===== config.mk =====
export PLATFORM = sky130hd
export DESIGN_NAME = sw_window_gen
export DESIGN_NICKNAME = d
export VERILOG_FILES = /design/src/rtl/sw_pkg.sv /design/src/rtl/sw_line_buffer.sv /design/src/rtl/sw_window_gen.sv
export SDC_FILE = /design/constraint.sdc
export NUM_CORES = 2
export LEC_CHECK = 0
export CORE_MARGIN = 1
export CORE_UTILIZATION = 55
export DETAILED_ROUTE_END_ITERATION = 10
export PLACE_DENSITY_LB_ADDON = 0.1
export SLEW_MARGIN = 20
export SYNTH_ARGS = -nofsm -noshare
export SYNTH_HDL_FRONTEND = slang
export SYNTH_MEMORY_MAX_BITS = 65536
export SYNTH_SLANG_ARGS = --single-unit
export TNS_END_PERCENT = 100

===== constraint.sdc =====
create_clock -name clk -period 26.2 [get_ports clk]
set_clock_uncertainty 0.05 [all_clocks]
set_input_delay 3.93 -clock clk [delete_from_list [all_inputs] [get_ports clk]]
set_output_delay 3.93 -clock clk [all_outputs]
set_load 0.02 [all_outputs]

===== src/rtl/sw_pkg.sv =====
// Shared constants and types for the 3x3 sliding-window front end.
// Default geometry; instances override through parameters.
package sw_pkg;

   localparam int DEF_PIX_W = 8;
   localparam int DEF_IMG_W = 256;
   localparam int DEF_IMG_H = 256;

   localparam int COL_W = $clog2(DEF_IMG_W);
   localparam int ROW_W = $clog2(DEF_IMG_H);

   typedef logic [DEF_PIX_W-1:0] pix_t;

   function automatic int cnt_w(input int n);
      return (n > 1) ? $clog2(n) : 1;
   endfunction

endpackage


===== src/rtl/sw_line_buffer.sv =====
// One image row of storage: combinational read, synchronous write.
// Read and write share one address so a pixel is swapped out in place.
module sw_line_buffer
   import sw_pkg::*;
#(
   parameter int DEPTH = DEF_IMG_W,
   parameter int PIX_W = DEF_PIX_W,
   parameter int AW    = cnt_w(DEPTH)
)(
   input  logic             clk,
   input  logic             we,
   input  logic [AW-1:0]    addr,
   input  logic [PIX_W-1:0] wdata,
   output logic [PIX_W-1:0] rdata
);

   logic [PIX_W-1:0] mem [DEPTH];

   assign rdata = mem[addr];

   always_ff @(posedge clk) begin
      if (we) begin
         mem[addr] <= wdata;
      end
   end

endmodule


===== src/rtl/sw_window_gen.sv =====
// Raster-to-3x3-window generator with two row line buffers.
// Optional SW_FRAME_CNT_EN adds a 16-bit completed-frame counter.
module sw_window_gen
   import sw_pkg::*;
#(
   parameter int IMG_W = DEF_IMG_W,
   parameter int IMG_H = DEF_IMG_H,
   parameter int PIX_W = DEF_PIX_W
)(
   input  logic             clk,
   input  logic             rst_n,
   input  logic             in_valid,
   input  logic [PIX_W-1:0] in_pixel,
   input  logic             sof,
   output logic             act,
   output logic [PIX_W-1:0] sw_pixels1,
   output logic [PIX_W-1:0] sw_pixels2,
   output logic [PIX_W-1:0] sw_pixels3,
   output logic [PIX_W-1:0] sw_pixels4,
   output logic [PIX_W-1:0] sw_pixels5,
   output logic [PIX_W-1:0] sw_pixels6,
   output logic [PIX_W-1:0] sw_pixels7,
   output logic [PIX_W-1:0] sw_pixels8,
   output logic [PIX_W-1:0] sw_pixels9,
   output logic             frame_done
`ifdef SW_FRAME_CNT_EN
   ,output logic [15:0]     frame_cnt
`endif
);

   localparam int C_W = cnt_w(IMG_W);
   localparam int R_W = cnt_w(IMG_H);

   localparam logic [C_W-1:0] COL_LAST = C_W'(IMG_W - 1);
   localparam logic [R_W-1:0] ROW_LAST = R_W'(IMG_H - 1);
   localparam logic [C_W-1:0] COL_TWO  = C_W'(2);
   localparam logic [R_W-1:0] ROW_TWO  = R_W'(2);

   logic [C_W-1:0]   col;
   logic [C_W-1:0]   cur_col;
   logic [C_W-1:0]   nxt_col;
   logic [R_W-1:0]   row;
   logic [R_W-1:0]   cur_row;
   logic [R_W-1:0]   nxt_row;
   logic [PIX_W-1:0] a_rd;
   logic [PIX_W-1:0] b_rd;
   logic [PIX_W-1:0] win [9];
   logic             interior;
   logic             last_pix;

   // sof relabels the current pixel as (0,0), dropping any partial frame
   always_comb begin
      cur_col = sof ? '0 : col;
      cur_row = sof ? '0 : row;
      nxt_col = cur_col + 1'b1;
      nxt_row = cur_row;
      if (cur_col == COL_LAST) begin
         nxt_col = '0;
         nxt_row = (cur_row == ROW_LAST) ? '0 : cur_row + 1'b1;
      end
   end

   assign interior = (cur_row >= ROW_TWO) && (cur_col >= COL_TWO);
   assign last_pix = (cur_row == ROW_LAST) && (cur_col == COL_LAST);

   sw_line_buffer #(
      .DEPTH (IMG_W),
      .PIX_W (PIX_W),
      .AW    (C_W)
   ) lb_a (
      .clk   (clk),
      .we    (in_valid),
      .addr  (cur_col),
      .wdata (in_pixel),
      .rdata (a_rd)
   );

   sw_line_buffer #(
      .DEPTH (IMG_W),
      .PIX_W (PIX_W),
      .AW    (C_W)
   ) lb_b (
      .clk   (clk),
      .we    (in_valid),
      .addr  (cur_col),
      .wdata (a_rd),
      .rdata (b_rd)
   );

   always_ff @(posedge clk) begin
      if (!rst_n) begin
         col        <= '0;
         row        <= '0;
         act        <= 1'b0;
         frame_done <= 1'b0;
         for (int i = 0; i < 9; i++) begin
            win[i] <= '0;
         end
      end else begin
         act        <= in_valid && interior;
         frame_done <= in_valid && last_pix;
         if (in_valid) begin
            col    <= nxt_col;
            row    <= nxt_row;
            win[0] <= win[1];
            win[1] <= win[2];
            win[2] <= b_rd;
            win[3] <= win[4];
            win[4] <= win[5];
            win[5] <= a_rd;
            win[6] <= win[7];
            win[7] <= win[8];
            win[8] <= in_pixel;
         end
      end
   end

`ifdef SW_FRAME_CNT_EN
   always_ff @(posedge clk) begin
      if (!rst_n) begin
         frame_cnt <= '0;
      end else if (in_valid && last_pix) begin
         frame_cnt <= frame_cnt + 16'd1;
      end
   end
`endif

   assign sw_pixels1 = win[0];
   assign sw_pixels2 = win[1];
   assign sw_pixels3 = win[2];
   assign sw_pixels4 = win[3];
   assign sw_pixels5 = win[4];
   assign sw_pixels6 = win[5];
   assign sw_pixels7 = win[6];
   assign sw_pixels8 = win[7];
   assign sw_pixels9 = win[8];

endmodule


== Word level (Yosys, flattened, before mapping) ==
Memories as Yosys holds them, arrays and structs flattened.
Cells that the tools add are included.
Operators by class
  add/subtract/negate cells: 2
  magnitude comparators: 2
  equal/unequal tests: 2
  muxes and demuxes: 19
  bitwise logic cells: 9
  reduce and logical (&&, ||, !) cells: 4
Operator list (number)
  2-to-1 mux 8 bit: 14
  adder 8 x 1 -> 8 bit, second input constant: 2
  == test 8 bit, second input constant: 2
  >= comparator 8 x 2 -> 1 bit, second input constant: 2
  bitwise OR 1 bit: 9
  2-to-1 mux 1 bit: 5
  logical AND 1 bit: 4
Storage, ports and cells
  flip-flop bits (word level): 18
  RAM bits: 4168
  bits of input ports: 12
  output and inout bits: 74
  word-level logic and storage cells: 45
  memories kept: 3
Memories
  lb_a.mem: words 256, width 8, rd ports 1, clocked after Yosys merged registers in 0, wr ports 1, line sw_line_buffer.sv:17  | logic [PIX_W-1:0] mem [DEPTH];
  lb_b.mem: words 256, width 8, rd ports 1, clocked after Yosys merged registers in 0, wr ports 1, line sw_line_buffer.sv:17
  win: words 9, width 8, rd ports 9, clocked after Yosys merged registers in 0, wr ports 9, line sw_window_gen.sv:47  | logic [PIX_W-1:0] win [9];

== Depth between registers and ports, before layout ==
  depth in word-level cells: 4
  gate-level depth with buffers: 16
  gate-level depth less buffers: 11

== By module ==
Synthesis repeated with hierarchy kept, for this count alone.
Unflattened totals
  cell total of the unflattened synthesis: 7386
  area total of the unflattened synthesis: 160605.3 µm²
Modules (own cells, without submodules)
  sw_line_buffer: instances 2, cells an instance 3539, area an instance 78332.6 µm², seq. area each 61499.0 µm²
  sw_window_gen: instances 1, cells an instance 308, area an instance 3940.0 µm², seq. area each 2522.4 µm²

== Worst setup path before layout ==
OpenSTA, ideal clock, no wires.
  kind: in2reg
  from: in sof
  to: mem lb_b.mem[0][4] (netlist bit), data pin
  library setup time: 1.803 ns
  arrival: 9.857 ns
  data required time: 24.347 ns
  path slack: 14.490 ns
  stages: 13
  path buffers: 5
  cells stage by stage: buf_6 > nor2b_4 > inv_2 > buf_6 > clkbuf_1 > buf_2 > buf_2 > mux2i_1 > nor2_1 > a221oi_1 > a31oi_1 > o41ai_1 > nand4b_1
On the way
  longest elaborated chain between the ends: 2
RTL lines
  from (decl): line sw_window_gen.sv:14  | input logic sof,
  2-to-1 mux 8 bit: line sw_window_gen.sv:53  | cur_col = sof ? '0 : col;
  memory (256 x 8 bit)
  via a_rd[4]: line sw_window_gen.sv:45  | logic [PIX_W-1:0] a_rd;
  to (decl): line sw_line_buffer.sv:17
The timed path passes the listed nets, and every way through them passes these cells.

== Worst setup path after layout ==
  from: in sof
  to: mem lb_b.mem[7][5] (netlist bit), data pin
Same word-level chain as after synthesis.

==> impl_metrics.json <==
{
  "cts_buffer_depth": 4,
  "finalHoldViolCount": 0,
  "netlist_top_cells_count": "edfxtp_1 (4,168), nand2_1 (871), a21oi_1 (637)",
  "grt_antenna_before_repair": 37,
  "yosys_warnings": 0,
  "die_w_microns": 542,
  "arrival_ns": 11.06,
  "grt_max_degree": 186,
  "peakVddDrop_mv": 0.0647,
  "path_max_fanout": 95,
  "grtUsageTotal": 0.379,
  "fp.coreArea_sq_um": 289000,
  "max-cap-violations": 0,
  "clk_latency_ns": 1.02,
  "grt_first_pass_wirelength_microns": 770000,
  "synth_most_common_cell": "edfxtp_1",
  "grt_use_met1": 0.513,
  "drc": 0,
  "firstDrtPassIters": 9,
  "end_kind": "flip-flop",
  "synth_edf_count": 4168,
  "cts_resized": 0,
  "io_buffers": 85,
  "fin_setup_tns_ns": 0,
  "dp_hpwl_microns": 326000,
  "ant_nets": 0,
  "met3_usage": 0.108,
  "netlist_instances": 9692,
  "pin_count": 86,
  "path_clk_slew_ns": 0.06,
  "dieArea_sq_um": 294000,
  "fin_nets": 10034,
  "gp_congestion": 0.975,
  "required_ns": 26.74,
  "startpoint_type": "primary input",
  "syn_to_final_growth_pct": 13.1,
  "cts.root.buffer_cell": "clkbuf_16",
  "cts_hold_buf": 0,
  "async_flop_share": 0,
  "fp.dieH_microns": 542,
  "syn_avg_cell_area_sq_um": 16.5,
  "numCtsBuffers": 419,
  "clkSinkCount": 4186,
  "drive_above_1_share": 0.150,
  "gr-total-overflow": 0,
  "synth_area_sq_um": 160000,
  "power_density_nw_per_um2": 77.2,
  "fin_crit_ns": 10.52,
  "critPathKind": "primary input to flip-flop",
  "wl_microns": 563000,
  "setup_viol": 0,
  "postCtsSetupBuffers": 0,
  "finalCritPeriodShare": 0.401,
  "leakagePower_nw": 57.7,
  "synth_top_cell_area_share": 0.780,
  "nFillCells": 20656,
  "tightest_slew_ns": 1.39,
  "htree_levels": 5,
  "grt_pass1_vias": 95211,
  "yosysSeqAreaShare": 0.783,
  "synth-seq-cells": 4186,
  "synth_area_leaders": "edfxtp_1 (78%), mux2_2 (2.1%), nand2_1 (2.0%)",
  "grt-busiest-layer": "met2",
  "drt_iter0_drc": 18289,
  "hold_slack_ns": 0.455,
  "final_max_slew_viol_count": 0,
  "avgRoutedWirePerCell_microns": 39.5,
  "via_count": 101852,
  "grt_use_met2": 0.554,
  "cts_tree": "built",
  "status": "complete, no violations",
  "syn_nets": 9707,
  "rsz0062_at_grt": "false",
  "fmax_mhz": 95.1,
  "finalPower_mw": 14.0,
  "yosysTopAreaCell": "edfxtp_1",
  "hold_class": "flip-flop to flip-flop",
  "rows": 197,
  "synth_cell_types": 81,
  "slew_headroom": 0.0625,
  "synthFlopType": "edfxtp_1",
  "viasPerCell": 7.13,
  "initial_core_util": 0.555
}
==> layout by cell type (no fill, tap or decap), types with 29 or more instances in the layout <==
cell type / instances
a221oi_1: 253
a211oi_1: 89
nand2_1: 867
a222oi_1: 245
o22ai_1: 176
a31oi_1: 97
a21oi_1: 636
mux2i_1: 295
nor2_2: 47
clkinv_1: 121
nand3_1: 56
o21ai_0: 256
and3_1: 60
o2bb2ai_1: 30
a2111oi_0: 43
edfxtp_1: 4168
a22o_1: 50
clkinv_2: 75
nor3_1: 71
bufinv_16: 40
clkbuf_16: 420
diode_2: 29
buf_4: 507
mux2_1: 39
o221ai_1: 103
a221o_1: 97
clkbuf_1: 76
nor2_1: 360
clkdlybuf4s50_1: 74
mux2_2: 292
a22oi_1: 196
nor2b_1: 65
==> routing by layer <==
layer  wire length (microns)  share of wire
met2                  245000           0.43
met5                     690         0.0012
met1                  200000           0.36
met4                   37100          0.066
met3                   80700           0.14
==> worst max-delay path: stages <==
cell and delay, ns:
buf_6 0.17, buf_4 0.41, nor2b_4 0.30, buf_12 0.49
buf_4 0.56, buf_12 0.40, buf_4 0.75, a221oi_1 0.16
a2111oi_0 0.65, buf_4 0.22, a21oi_1 0.04, a31oi_1 0.23
o41ai_1 0.14, buf_4 0.21, or4b_4 0.83, buf_4 0.98
==> metrics by stage <==
stage,cells,cell area [sq um],setup WS (ns),util
after floorplan,9692,160000,14.49,-
after global placement,13468,168000,14.97,0.580
after detailed placement,13470,168000,14.94,0.580
after CTS,14239,181000,15.93,0.627
after global routing,14260,181000,15.72,0.627
final,14276,181000,15.68,0.628
==> report_power, final <==
part	internal [mW]	switching (mW)
clock network	3.34	2.60
registers	7.43	0.0110
logic	0.146	0.478
==> final timing paths <==
check                           depth (start not counted)  slack (ns)    from               end
worst max register to register                         16       17.77  col[1]  lb_b.mem[232][2]
worst min-delay path                                    2        0.46  row[1]            row[1]
worst min register to register                          2        0.46  row[1]            row[1]
worst max-delay path                                   16       15.68     sof    lb_b.mem[7][5]
==> final cells by class <==
cell class	count	area [sq um]	area share
Timing Repair Buffer	622	5300	0.0292
Antenna cell	29	72.6	0.000400
Tap cell	3880	4850	0.0268
Inverter	12	73.8	0.000407
Clock inverter	273	2650	0.0146
Multi-Input combinational cell	4778	32200	0.177
Sequential cell	4186	126000	0.692
Clock buffer	496	10800	0.0595
==> state kept, by name, indices dropped and copies added, names as in the netlist <==
register    cells
act             1
lb_a.mem     2048
frame_done      1
win            72
row             8
lb_b.mem     2048
col             8
==> kinds of logic after synthesis <==
logic type | after synthesis | share of synthesized area
fa+ha+maj | 3 | 0.000234
flops | 4186 | 0.783
buf+inv | 728 | 0.0197
mux | 640 | 0.0436
compound gates | 2454 | 0.109
simple gates | 1681 | 0.0450
Power figures use the tool's default switching activity.
